[src/rtl/booth_mul_sched_if.sv]
// Handshake, multiplier and status bundle for booth_mul_sched.
// slave is the scheduler side, master is the requester/multiplier side.
interface booth_mul_sched_if;
    logic        req0_valid;
    logic [7:0]  req0_a;
    logic [7:0]  req0_b;
    logic        req0_ready;
    logic        req1_valid;
    logic [7:0]  req1_a;
    logic [7:0]  req1_b;
    logic        req1_ready;
    logic        rsp0_valid;
    logic [15:0] rsp0_prod;
    logic        rsp0_ready;
    logic        rsp1_valid;
    logic [15:0] rsp1_prod;
    logic        rsp1_ready;
    logic [7:0]  mul_a;
    logic [7:0]  mul_b;
    logic        mul_load;
    logic [15:0] mul_prod;
    logic        busy;
    logic        grant_id;
    logic [7:0]  done_cnt;

    modport slave (
        input  req0_valid, req0_a, req0_b, req1_valid, req1_a, req1_b,
        input  rsp0_ready, rsp1_ready, mul_prod,
        output req0_ready, req1_ready, rsp0_valid, rsp0_prod, rsp1_valid, rsp1_prod,
        output mul_a, mul_b, mul_load, busy, grant_id, done_cnt
    );

    modport master (
        output req0_valid, req0_a, req0_b, req1_valid, req1_a, req1_b,
        output rsp0_ready, rsp1_ready, mul_prod,
        input  req0_ready, req1_ready, rsp0_valid, rsp0_prod, rsp1_valid, rsp1_prod,
        input  mul_a, mul_b, mul_load, busy, grant_id, done_cnt
    );
endinterface

[src/rtl/booth_mul_sched.sv]
// Two-requester round-robin scheduler in front of a shared sequential multiplier.
// One operation in flight: load, N_ITER run cycles, capture, then hold the response.
module booth_mul_sched #(
    parameter int N_ITER = 5
) (
    input  logic              clk,
    input  logic              rst,
    booth_mul_sched_if.slave  bus
);
    typedef enum logic [2:0] {IDLE, LOAD, RUN, CAPT, RESP} state_t;
    localparam int CW = (N_ITER > 1) ? $clog2(N_ITER) : 1;

    state_t        state_q, state_d;
    logic [CW-1:0] cnt_q, cnt_d;
    logic          last_grant_q, last_grant_d;
    logic          grant_q, grant_d;
    logic [7:0]    mul_a_q, mul_a_d;
    logic [7:0]    mul_b_q, mul_b_d;
    logic [15:0]   prod0_q, prod0_d;
    logic [15:0]   prod1_q, prod1_d;
    logic [7:0]    done_q, done_d;

    logic win;
    logic rdy0, rdy1;
    logic vld0, vld1;
    logic req_hs, rsp_hs;

    // With both valid the requester that did not go last wins; a lone requester always wins.
    assign win    = (bus.req0_valid && bus.req1_valid) ? ~last_grant_q : bus.req1_valid;
    // Ready is masked by rst so a handshake can never coincide with reset.
    assign rdy0   = (state_q == IDLE) && !rst && bus.req0_valid && !win;
    assign rdy1   = (state_q == IDLE) && !rst && bus.req1_valid && win;
    assign req_hs = (bus.req0_valid && rdy0) || (bus.req1_valid && rdy1);
    assign vld0   = (state_q == RESP) && !grant_q;
    assign vld1   = (state_q == RESP) && grant_q;
    assign rsp_hs = (vld0 && bus.rsp0_ready) || (vld1 && bus.rsp1_ready);

    assign bus.req0_ready = rdy0;
    assign bus.req1_ready = rdy1;
    assign bus.rsp0_valid = vld0;
    assign bus.rsp1_valid = vld1;
    assign bus.rsp0_prod  = prod0_q;
    assign bus.rsp1_prod  = prod1_q;
    assign bus.mul_a      = mul_a_q;
    assign bus.mul_b      = mul_b_q;
    assign bus.mul_load   = (state_q == LOAD);
    assign bus.busy       = (state_q != IDLE);
    assign bus.grant_id   = grant_q;
    assign bus.done_cnt   = done_q;

    always_comb begin
        state_d      = state_q;
        cnt_d        = cnt_q;
        last_grant_d = last_grant_q;
        grant_d      = grant_q;
        mul_a_d      = mul_a_q;
        mul_b_d      = mul_b_q;
        prod0_d      = prod0_q;
        prod1_d      = prod1_q;
        done_d       = done_q;
        case (state_q)
            IDLE: begin
                if (req_hs) begin
                    mul_a_d      = win ? bus.req1_a : bus.req0_a;
                    mul_b_d      = win ? bus.req1_b : bus.req0_b;
                    grant_d      = win;
                    last_grant_d = win;
                    state_d      = LOAD;
                end
            end
            LOAD: begin
                cnt_d   = '0;
                state_d = RUN;
            end
            RUN: begin
                cnt_d = cnt_q + 1'b1;
                if (cnt_q == CW'(N_ITER - 1)) state_d = CAPT;
            end
            CAPT: begin
                if (grant_q) prod1_d = bus.mul_prod;
                else         prod0_d = bus.mul_prod;
                state_d = RESP;
            end
            RESP: begin
                if (rsp_hs) begin
                    done_d  = done_q + 8'd1;
                    state_d = IDLE;
                end
            end
            default: state_d = IDLE;
        endcase
    end

    always_ff @(posedge clk) begin
        if (rst) begin
            state_q      <= IDLE;
            cnt_q        <= '0;
            last_grant_q <= 1'b1;
            grant_q      <= 1'b0;
            mul_a_q      <= '0;
            mul_b_q      <= '0;
            prod0_q      <= '0;
            prod1_q      <= '0;
            done_q       <= '0;
        end else begin
            state_q      <= state_d;
            cnt_q        <= cnt_d;
            last_grant_q <= last_grant_d;
            grant_q      <= grant_d;
            mul_a_q      <= mul_a_d;
            mul_b_q      <= mul_b_d;
            prod0_q      <= prod0_d;
            prod1_q      <= prod1_d;
            done_q       <= done_d;
        end
    end
endmodule

[src/flat_wrapper.sv]
// flat-port wrapper written by rule: the top's interface ports become plain ports
module booth_mul_sched_flat 
#(
    parameter int N_ITER = 5
)
  (clk, rst, bus_req0_valid, bus_req0_a, bus_req0_b, bus_req1_valid, bus_req1_a, bus_req1_b, bus_rsp0_ready, bus_rsp1_ready, bus_mul_prod, bus_req0_ready, bus_req1_ready, bus_rsp0_valid, bus_rsp0_prod, bus_rsp1_valid, bus_rsp1_prod, bus_mul_a, bus_mul_b, bus_mul_load, bus_busy, bus_grant_id, bus_done_cnt);
  booth_mul_sched_if bus_i ();
  input  logic clk;
  input  logic rst;
  input wire logic [$bits(bus_i.req0_valid)-1:0] bus_req0_valid;
  input wire logic [$bits(bus_i.req0_a)-1:0] bus_req0_a;
  input wire logic [$bits(bus_i.req0_b)-1:0] bus_req0_b;
  input wire logic [$bits(bus_i.req1_valid)-1:0] bus_req1_valid;
  input wire logic [$bits(bus_i.req1_a)-1:0] bus_req1_a;
  input wire logic [$bits(bus_i.req1_b)-1:0] bus_req1_b;
  input wire logic [$bits(bus_i.rsp0_ready)-1:0] bus_rsp0_ready;
  input wire logic [$bits(bus_i.rsp1_ready)-1:0] bus_rsp1_ready;
  input wire logic [$bits(bus_i.mul_prod)-1:0] bus_mul_prod;
  output wire logic [$bits(bus_i.req0_ready)-1:0] bus_req0_ready;
  output wire logic [$bits(bus_i.req1_ready)-1:0] bus_req1_ready;
  output wire logic [$bits(bus_i.rsp0_valid)-1:0] bus_rsp0_valid;
  output wire logic [$bits(bus_i.rsp0_prod)-1:0] bus_rsp0_prod;
  output wire logic [$bits(bus_i.rsp1_valid)-1:0] bus_rsp1_valid;
  output wire logic [$bits(bus_i.rsp1_prod)-1:0] bus_rsp1_prod;
  output wire logic [$bits(bus_i.mul_a)-1:0] bus_mul_a;
  output wire logic [$bits(bus_i.mul_b)-1:0] bus_mul_b;
  output wire logic [$bits(bus_i.mul_load)-1:0] bus_mul_load;
  output wire logic [$bits(bus_i.busy)-1:0] bus_busy;
  output wire logic [$bits(bus_i.grant_id)-1:0] bus_grant_id;
  output wire logic [$bits(bus_i.done_cnt)-1:0] bus_done_cnt;
  assign bus_i.req0_valid = bus_req0_valid;
  assign bus_i.req0_a = bus_req0_a;
  assign bus_i.req0_b = bus_req0_b;
  assign bus_i.req1_valid = bus_req1_valid;
  assign bus_i.req1_a = bus_req1_a;
  assign bus_i.req1_b = bus_req1_b;
  assign bus_i.rsp0_ready = bus_rsp0_ready;
  assign bus_i.rsp1_ready = bus_rsp1_ready;
  assign bus_i.mul_prod = bus_mul_prod;
  assign bus_req0_ready = bus_i.req0_ready;
  assign bus_req1_ready = bus_i.req1_ready;
  assign bus_rsp0_valid = bus_i.rsp0_valid;
  assign bus_rsp0_prod = bus_i.rsp0_prod;
  assign bus_rsp1_valid = bus_i.rsp1_valid;
  assign bus_rsp1_prod = bus_i.rsp1_prod;
  assign bus_mul_a = bus_i.mul_a;
  assign bus_mul_b = bus_i.mul_b;
  assign bus_mul_load = bus_i.mul_load;
  assign bus_busy = bus_i.busy;
  assign bus_grant_id = bus_i.grant_id;
  assign bus_done_cnt = bus_i.done_cnt;
  booth_mul_sched #(.N_ITER(N_ITER)) u_core (.clk(clk), .rst(rst), .bus(bus_i));
endmodule
[config.mk]
export PLATFORM = sky130hd
export DESIGN_NAME = booth_mul_sched_flat
export DESIGN_NICKNAME = d
export VERILOG_FILES = /design/src/rtl/booth_mul_sched_if.sv /design/src/rtl/booth_mul_sched.sv /design/src/flat_wrapper.sv
export SDC_FILE = /design/constraint.sdc
export NUM_CORES = 1
export LEC_CHECK = 0
export ABC_AREA = 1
export BUFFER_PORTS_ARGS = -buffer_cell sky130_fd_sc_hd__buf_2
export CAP_MARGIN = 20
export CELL_PAD_IN_SITES_DETAIL_PLACEMENT = 0
export CELL_PAD_IN_SITES_GLOBAL_PLACEMENT = 2
export CORE_MARGIN = 5
export CORE_UTILIZATION = 27
export CTS_CLUSTER_DIAMETER = 150
export DETAILED_ROUTE_END_ITERATION = 8
export PLACE_DENSITY_LB_ADDON = 0.05
export SLEW_MARGIN = 10
export SYNTH_ARGS = -nofsm -noshare
export SYNTH_HDL_FRONTEND = slang
export SYNTH_SLANG_ARGS = --single-unit
[constraint.sdc]
create_clock -name clk -period 2.85 [get_ports clk]
set_input_delay 0.57 -clock clk [delete_from_list [all_inputs] [get_ports clk]]
set_output_delay 0.57 -clock clk [all_outputs]
set_load 0.02 [all_outputs]
Yosys cells after proc, flatten, opt, wreduce, memory -nomap -nowiden
Cells that the tools add are included.

storage, ports and cells
  ROM bits = 0
  RAM bits = 0
  output and inout bits = 63
  bits in latches = 0
  flip-flop bits (word level) = 64
  memories = 0

operators by class
  reduce and logical (&&, ||, !) cells = 25
  muxes and demuxes = 8
  bitwise operators = 2
  div/mod/pow operators = 0
  eq/ne operators = 8
  $mul = 0
  shifts and indexed selects = 0
  $add $sub $neg = 2
  magnitude comparators = 0

operator list
  cell                                                                      count
  8-bit 2-to-1 mux                                                          2
  3-bit one-hot mux with 5 select lines                                     1
  1-bit logical AND                                                         12
  3-bit 2-to-1 mux                                                          3
  8-bit by 1-bit adder with 8-bit output (second input constant)            1
  2-bit AND reduction                                                       4
  3-bit by 2-bit == test with 1-bit output (second input constant)          2
  3-bit == test (second input constant)                                     2
  2-bit by 1-bit inequality test with 1-bit output (second input constant)  3
  3-bit one-hot mux with 2 select lines                                     1
  3-bit by 1-bit adder with 3-bit output (second input constant)            1
  3-bit by 1-bit == test with 1-bit output (second input constant)          1
  1-bit zero test                                                           3
  3-bit zero test                                                           1
  3-bit AND reduction                                                       1
  3-bit nonzero test                                                        1
  1-bit logical OR                                                          2
  1-bit NOT                                                                 2
  2-bit nonzero test                                                        1
  1-bit 2-to-1 mux                                                          1

Longest topological paths before layout
Gate-level depths: netlist (run 1).

  depth after elaboration = 8
  depth in mapped cells = 9

Worst setup path after synthesis (run 1)
No wires, ideal clock.

  path kind = input port to output port
  from = input bus_req0_valid
  to = output bus_req0_ready
  buffers on the path = 1
  data arrival time = 1.464 ns
  slack = 0.816 ns
  stages = 5
  required time = 2.280 ns
  path through = nand2_1 -> nand2_4 -> inv_4 -> buf_2 -> nor3_1

on the way
  word-level cells in the longest chain between the ends = 4
  elaborated cells on any way between the ends = 5
  those cells by class = mux: 1; reduce/logical: 4

RTL lines
  item                 RTL line               text
  start, declared      flat_wrapper.sv:10     input wire logic [$bits(bus_i.req0_valid)-1:0] bus_req0_valid;
  1-bit logical AND    booth_mul_sched.sv:29  assign win = (bus.req0_valid && bus.req1_valid) ? ~last_grant_q : bus.req1_valid;
  1-bit 2-to-1 mux     booth_mul_sched.sv:29
  1-bit zero test      booth_mul_sched.sv:31  assign rdy0 = (state_q == IDLE) && !rst && bus.req0_valid && !win;
  1-bit logical AND *  booth_mul_sched.sv:31
  end, declared        flat_wrapper.sv:19     output wire logic [$bits(bus_i.req0_ready)-1:0] bus_req0_ready;

Every way passes the cells marked *; elsewhere a longest branch is shown, timed or not.

Worst setup path in the final report (run 1)
  from = register u_core.state_q[2]
  to = output bus_req1_ready

on the way
  word-level cells in the longest chain between the ends = 4

RTL lines
  item                             RTL line                text
  start, declared                  booth_mul_sched.sv:13   state_t state_q, state_d;
  start signal, assigned           booth_mul_sched.sv:106  state_q <= state_d;
  3-bit zero test                  booth_mul_sched.sv:32   assign rdy1 = (state_q == IDLE) && !rst && bus.req1_valid && win;
  1-bit logical AND (3 in series)  booth_mul_sched.sv:32
  end, declared                    flat_wrapper.sv:20      output wire logic [$bits(bus_i.req1_ready)-1:0] bus_req1_ready;

No other way between the ends.

==> results.md, run 1 <==
* Outcome: complete, no violations
* Final setup vio count at 0
* Multi-input gate area at 1270 sq um
* Critical path's largest stage delay at 0.38 ns
* Setup Total Neg Slack at 0 ns
* Sink Count at 64
* Antenna-violating nets left at 0
* RR Startpoint: u_core.last_grant_q
* Die Span X at 111 um
* CTS H-tree lvls at 3
* Cts repair resizes at 0
* Most numerous cell in the Yosys netlist: nand2_1
* P_leak at 1.82 nW
* Critical Path Fanout Max at 5
* Synth top area share at 46.2%
* Detailed Route WL at 8.38 mm
* Syn avg cell area at 7.14 sq um
* Seq/Total Area, Yosys at 46.2%
* I/O pin cnt at 117
* Yosys cell types at 26
* DP Wirelength at 5.98 mm
* Sequential cell area at 1280 sq um
* Grt ovf at 0
* Worst-case clock skew at 0.0102 ns
* Top cells by area, synth: dfxtp_1 (46%), nand2_1 (13%), nor2_1 (9.2%)
* Max-cap viol count at 0
* Max Clk Rate at 487 MHz
* Fraction of layout cells with a size suffix above 1 at 31.0%
* Worst R2R End: u_core.bus.mul_a[2]
* First-pass GRT wire length at 14.0 mm
* Router iterations before antenna repair at 4
* Clock slew at reported path FFs at 0.08 ns
* Relative slew slack at 41.9%
* Die height at 111 um
* Total number of yosys warnings at 0
* Main synth FF type: dfxtp_1
* Initial Util at 27.2%
* Clock latency on the worst-skew pair at 0.34 ns
* Worst path bufs/invs at 2
* Largest net degree at the start of global routing at 40
* FFs w/ async S/R, synth at 0%
* Core Box Area at 10200 sq um
* Post-CTS Hold Buffers at 0
* Final #Nets at 556
* Final hold vios at 0
* Synth cell count leaders: nand2_1 (93), nor2_1 (68), dfxtp_1 (64), o21ai_0 (38), a21oi_1 (28)
* Root buf cell: clkbuf_8
* Vias per Instance at 4.32
* DR DRC count at 0
* Worst hold path type: flop to flop
* Syn_nets at 445
* Via count at 2765
* Worst-margin pin slew at 0.872 ns
* Cell taking the most area after synthesis: dfxtp_1
* Worst VDD drop at 321 uV
* R2R cell count at 7
* Post-synth EDFFs at 0
* Final Max Slew Viols at 0
* Area delta synth->final at 31.7%
* Pwr dens at 736 nW/um^2
* Setup crit end kind: primary output
* GRT Total Usage at 13.9%
* Vias in the first global route at 2836
* Diodes inserted at 0
* Slowest CP cell: dfxtp_1
* Post-Place Worst Slack at 0.505 ns
* Final period utilization at 72.1%
* Crit. Startpoint: u_core.state_q[2]
* DR WL/cell at 13.1 um
* CTS max path bufs at 2
* IO Port Bufs at 116
* Iter 0 DRT Violations at 75
* Syn Std Cell Area at 2770 sq um
* CP cell instances: nor2_4 > nand2_2 > inv_1 > nand2_1 > nor2_1 > buf_2
* Placed Instances at 624
* Flop2flop setup slack at 0.89 ns
* Num CTS Buffers at 9
* Die area at 12400 sq um
* Routability cong. at 0.720
* Initial antenna violation count at 0
* Post-CTS Setup Bufs at 0
* Final core utilization at 35.8%
* CTS tree: yes
* Worst Setup Start Kind: flop
* RSZ-0062 raised after global routing: false
* Crit path capture: bus_req1_ready
* Fin crit period at 2.06 ns
* Stages on worst setup path at 6
* Rows at 37
* Synth Register Bits at 64
* Post-route insts no fill at 640
* FILL cells at 1137
* Crit Path Category: flop to primary output
* Critical Path AT at 1.49 ns
* CP top delay family: simple AND/OR/NAND/NOR gates
* Final WS setup at 0.795 ns
* Mapped Cells at 388
* Req. time, crit path at 2.28 ns
-- worst reg2reg max path: cells and delay by family, from the launching register on --
kind                   cells  cell delay, ns
AO/OA/AOI/OAI              1            0.70
buffers and inverters      2            0.33
flip-flops                 1            0.35
AND/OR/NAND/NOR            4            0.49
-- layout make-up --
class / instances / share of cell area [%]
flip-flops and latches: 64 / 35.1
multi-input cells: 279 / 34.8
repair buffers: 119 / 16.5
well taps: 136 / 4.66
clock buffers: 9 / 3.39
inverters: 26 / 2.88
clock inverters: 7 / 2.64
-- sequential cells by signal, indices dropped and copies added, names as in the netlist --
signal                count
u_core.cnt_q              3
u_core.bus.rsp0_prod     16
u_core.state_q            3
u_core.bus.done_cnt       8
u_core.bus.grant_id       1
u_core.bus.rsp1_prod     16
u_core.bus.mul_a          8
u_core.bus.mul_b          8
u_core.last_grant_q       1
-- metal layers --
layer	global-route usage, %	vias to the layer above	share of wire [%]
li1	-	1459	-
met1	15.9	1232	43
met2	24.3	67	49
met3	4.97	7	7.0
met4	3.89	0	0.78
met5	0	-	0
-- metrics by stage --
stage          hold slack (ns)  total power [mW]  instance area (sq um)
6_report                 0.459              2.69                   3650
3_5_place_dp             0.442              1.85                   3430
5_1_grt                  0.470              2.87                   3650
2_1_floorplan            0.422              1.63                   2770
4_1_cts                  0.455              2.73                   3650
3_3_place_gp             0.430              1.85                   3430
-- cell families after synthesis --
family                   after synthesis  synth area share [%]
flip-flops                            64                  46.2
XOR/XNOR                               1                 0.316
AND/OR/NAND/NOR                      208                  32.0
buffers and inverters                 45                  7.90
adder cells (fa/ha/maj)                3                  1.35
AO/OA/AOI/OAI                         67                  12.2
-- where the power goes --
group / internal [mW] / total (mW) / switching, mW
logic: 0.237 / 0.740 / 0.503
registers: 1.00 / 1.08 / 0.0743
clock network: 0.494 / 0.870 / 0.376
-- layout by cell type, fill, tap and decap left out, types with 3 or more instances in the layout --
cell type / n
inv_1: 23
nand4_1: 5
dfxtp_1: 64
clkinv_4: 3
nand2_1: 93
nor2_1: 68
nor2_2: 11
buf_2: 116
clkbuf_8: 9
ha_1: 3
o21ai_0: 38
buf_4: 3
a21oi_1: 28
nand3_1: 23
-- how the worst min path moves through the flow --
stage                       startpoint                      end  slack (ns)  cells past startpoint
2_1_floorplan          u_core.cnt_q[2]          u_core.cnt_q[2]        0.42                      1
3_3_place_gp           u_core.cnt_q[2]          u_core.cnt_q[2]        0.43                      1
3_5_place_dp           u_core.cnt_q[2]          u_core.cnt_q[2]        0.44                      1
4_1_cts                bus_mul_prod[7]  u_core.bus.rsp0_prod[7]        0.46                      3
5_1_grt                bus_mul_prod[7]  u_core.bus.rsp0_prod[7]        0.47                      3
6_report       u_core.bus.rsp1_prod[2]  u_core.bus.rsp1_prod[2]        0.46                      2
Note: power is estimated with default switching activity, not from simulation.
==> inputs of run 2 (changes only) <==
ABC_AREA = 0   (was 1)
CORE_UTILIZATION = 22   (was 27)
clock period = 1.8 ns   (was 2.85 ns; I/O delays follow)
==> results.md, run 2 <==
* Initial Util at 22.7% (-4.5 points)
* Antenna-violating nets left at 0 (unchanged)
* Yosys cell types at 35 (+35%)
* Worst R2R End: u_core.bus.done_cnt[7]
* Top Metal Used: met4
* Routability cong. at 0.719 (-0.26%)
* Max Clk Rate at 585 MHz
* Seq/Total Area, Yosys at 48.8% (+2.6 points)
* Worst Setup Start Kind: flop
* Crit Path Category: flop to primary output
* Setup crit end kind: primary output
* Grt ovf at 0 (unchanged)
* Post-CTS Hold Buffers at 0 (unchanged)
* Main synth FF type: dfxtp_1
* Die height at 119 um (+7.1%)
* FFs w/ async S/R, synth at 0% (unchanged)
* Commonest non-fill, non-tap cell in the layout: buf_2
* Die Span X at 119 um (+7.1%)
* Top cells by area, synth: dfxtp_1 (49%), nand2_1 (15%), a21oi_1 (6.9%)
* Req. time, crit path at 1.44 ns (-0.84 ns)
* Post-route insts no fill at 602 (-5.9%)
* R2R cell count at 5 (-2)
* CTS H-tree lvls at 3 (unchanged)
* Post-synth EDFFs at 0 (unchanged)
* CTS max path bufs at 2 (unchanged)
* IO Port Bufs at 116 (unchanged)
* Placed Instances at 585 (-6.3%)
* I/O pin cnt at 117 (unchanged)
* Relative slew slack at 69.6% (+28 points)
* Detailed Route WL at 8.54 mm (+2.0%)
* Total number of yosys warnings at 0 (unchanged)
* Critical path's largest stage delay at 0.42 ns (+0.04 ns)
* CP cell instances: or3b_4 > nor2_1 > buf_4
* Setup Total Neg Slack at 0 ns (unchanged)
* Syn Std Cell Area at 2620 sq um (-5.3%)
* Worst-margin pin slew at 0.456 ns (-0.416 ns)
* Vias per Instance at 4.40 (+1.9%)
* DR WL/cell at 14.2 um (+8.4%)
* Root buf cell: clkbuf_16
* RSZ-0062 raised after global routing: false
* DP Wirelength at 5.99 mm (about the same)
* Synth top area share at 48.8% (+2.6 points)
* Met3 Routed Length at 713 um (+22%)
* Area delta synth->final at 44.4%
* Sink Count at 64 (unchanged)
* Clock slew at reported path FFs at 0.06 ns (-0.02 ns)
* Initial antenna violation count at 0 (unchanged)
* Crit. Startpoint: u_core.state_q[0]
* GRT Total Usage at 12.6% (-1.3 points)
* Final period utilization at 95.0%
* Rows at 39 (+5.4%)
* RR Startpoint: u_core.state_q[0]
* Crit path capture: bus_rsp1_valid
* Commonest non-fill, non-tap cells in the layout: buf_2 (112), nand2_1 (103), dfxtp_1 (60)
* Num CTS Buffers at 9 (unchanged)
* FILL cells at 1274 (+12%)
* Critical Path Fanout Max at 5 (unchanged)
* Diodes inserted at 0 (unchanged)
* Largest net degree at the start of global routing at 40 (unchanged)
* Final Max Slew Viols at 0 (unchanged)
* Worst-case clock skew at 0.00366 ns (-0.00659 ns)
* Worst VDD drop at 538 uV (+68%)
* Final #Nets at 511 (-8.1%)
* Synth Register Bits at 64 (unchanged)
* DR DRC count at 0 (unchanged)
* Router iterations before antenna repair at 4 (unchanged)
* Final setup vio count at 0 (unchanged)
* Most numerous cell in the Yosys netlist: nand2_1
* Die area at 14200 sq um (+15%)
* Via count at 2650 (-4.2%)
* Fraction of layout cells with a size suffix above 1 at 34.9% (+3.9 points)
* Syn avg cell area at 7.86 sq um (+10%)
* P_leak at 1.64 nW (-9.8%)
* Slowest CP cell: or3b_4
* Metal-1 WL at 3.64 mm (+0.50%)
* Mapped Cells at 334 (-14%)
* Outcome: complete, no violations
* Pwr dens at 1080 nW/um^2 (+46%)
* Cell taking the most area after synthesis: dfxtp_1
* Worst hold path type: primary input to flop
* Max-cap viol count at 0 (unchanged)
* Vias in the first global route at 2650 (-6.6%)
* Core Box Area at 11600 sq um (+14%)
* CTS tree: yes
* Met2 WL at 4.05 mm (-1.4%)
* Final hold vios at 0 (unchanged)
* Critical Path AT at 1.35 ns (-0.14 ns)
* Flop2flop setup slack at 0.24 ns (-0.65 ns)
* Synth cell count leaders: nand2_1 (104), dfxtp_1 (64), a21oi_1 (36), nor2_1 (36), clkbuf_1 (18)
* Final core utilization at 32.8% (-3.1 points)
* Clock latency on the worst-skew pair at 0.33 ns (about the same)
* Fin crit period at 1.71 ns
* Syn_nets at 391 (-12%)
* First-pass GRT wire length at 14.0 mm (+0.35%)
* Iter 0 DRT Violations at 106 (+41%)
==> run 2: cell types whose count changed after synthesis, moves of 11 or more <==
cell	previous run	this run
nand2_1	93	104
clkbuf_1	5	18
nand3_1	23	4
nor2_1	68	36
a311oi_1	0	16
inv_1	23	3
nor2_2	11	0
o21ai_0	38	4
==> run 2: cells by family after synthesis <==
group	after synthesis	share of synthesized area (%)
buf+inv	27	4.05
fa+ha+maj	3	1.43
simple gates	168	27.6
xor+xnor	8	2.67
compound gates	63	15.0
mux	1	0.382
flops	64	48.8
==> run 2: where the power goes <==
part           leakage (nW)  total (mW)  switching, mW  internal (mW)
registers             0.521        1.56         0.0572           1.50
logic                 0.971       0.666          0.404          0.262
clock network         0.150        1.86          0.645           1.21
==> run 2: stage by stage <==
step	setup slack [ns]	hold slack (ns)	cell area (sq um)	power (mW)
floorplan	0.0242	0.460	2620	1.97
global placement	0.292	0.441	3420	2.24
detailed placement	0.226	0.444	3420	2.24
CTS	0.00627	0.258	3750	4.15
global route	0.00517	0.260	3790	4.32
finish	0.0906	0.276	3790	4.08
==> run 2: critical path: cells and delay by family (launching register included) <==
family	cells	cell delay [ns]
buffers and inverters	1	0.14
flip-flops	1	0.35
AND/OR/NAND/NOR	2	0.52
==> run 2: repair_timing <==
item                                    CTS  global route
resized for setup                         4            13
pin swaps                                 1             3
gates cloned                              0             0
endpoints found under the setup margin    4             5
buffers inserted                          1             0
==> run 2: layout make-up <==
type                       count  area (sq um)  area share, %
sequential                    64          1290           34.0
multi-input combinational    243          1260           33.3
timing repair buffer         132           727           19.2
clock buffer                  11           233           6.14
tap                          143           179           4.72
clock inverter                 5          81.3           2.15
inverter                       4          17.5          0.462
==> run 2: how the worst min path moves through the flow <==
stage,slack [ns],cells past startpoint,startpoint,endpoint
floorplan,0.46,1,u_core.last_grant_q,u_core.last_grant_q
finish,0.28,3,bus_mul_prod[5],u_core.bus.rsp1_prod[5]
global placement,0.44,2,u_core.bus.rsp0_prod[9],u_core.bus.rsp0_prod[9]
CTS,0.26,3,bus_mul_prod[9],u_core.bus.rsp0_prod[9]
detailed placement,0.44,2,u_core.bus.rsp1_prod[15],u_core.bus.rsp1_prod[15]
global route,0.26,3,bus_mul_prod[3],u_core.bus.rsp1_prod[3]
==> run 2: metal layers <==
metal  GRT usage (%)  up-vias
li1                -     1367
met2            20.0       81
met4            4.49        0
met3            6.35        8
met1            14.6     1194
met5               0        -
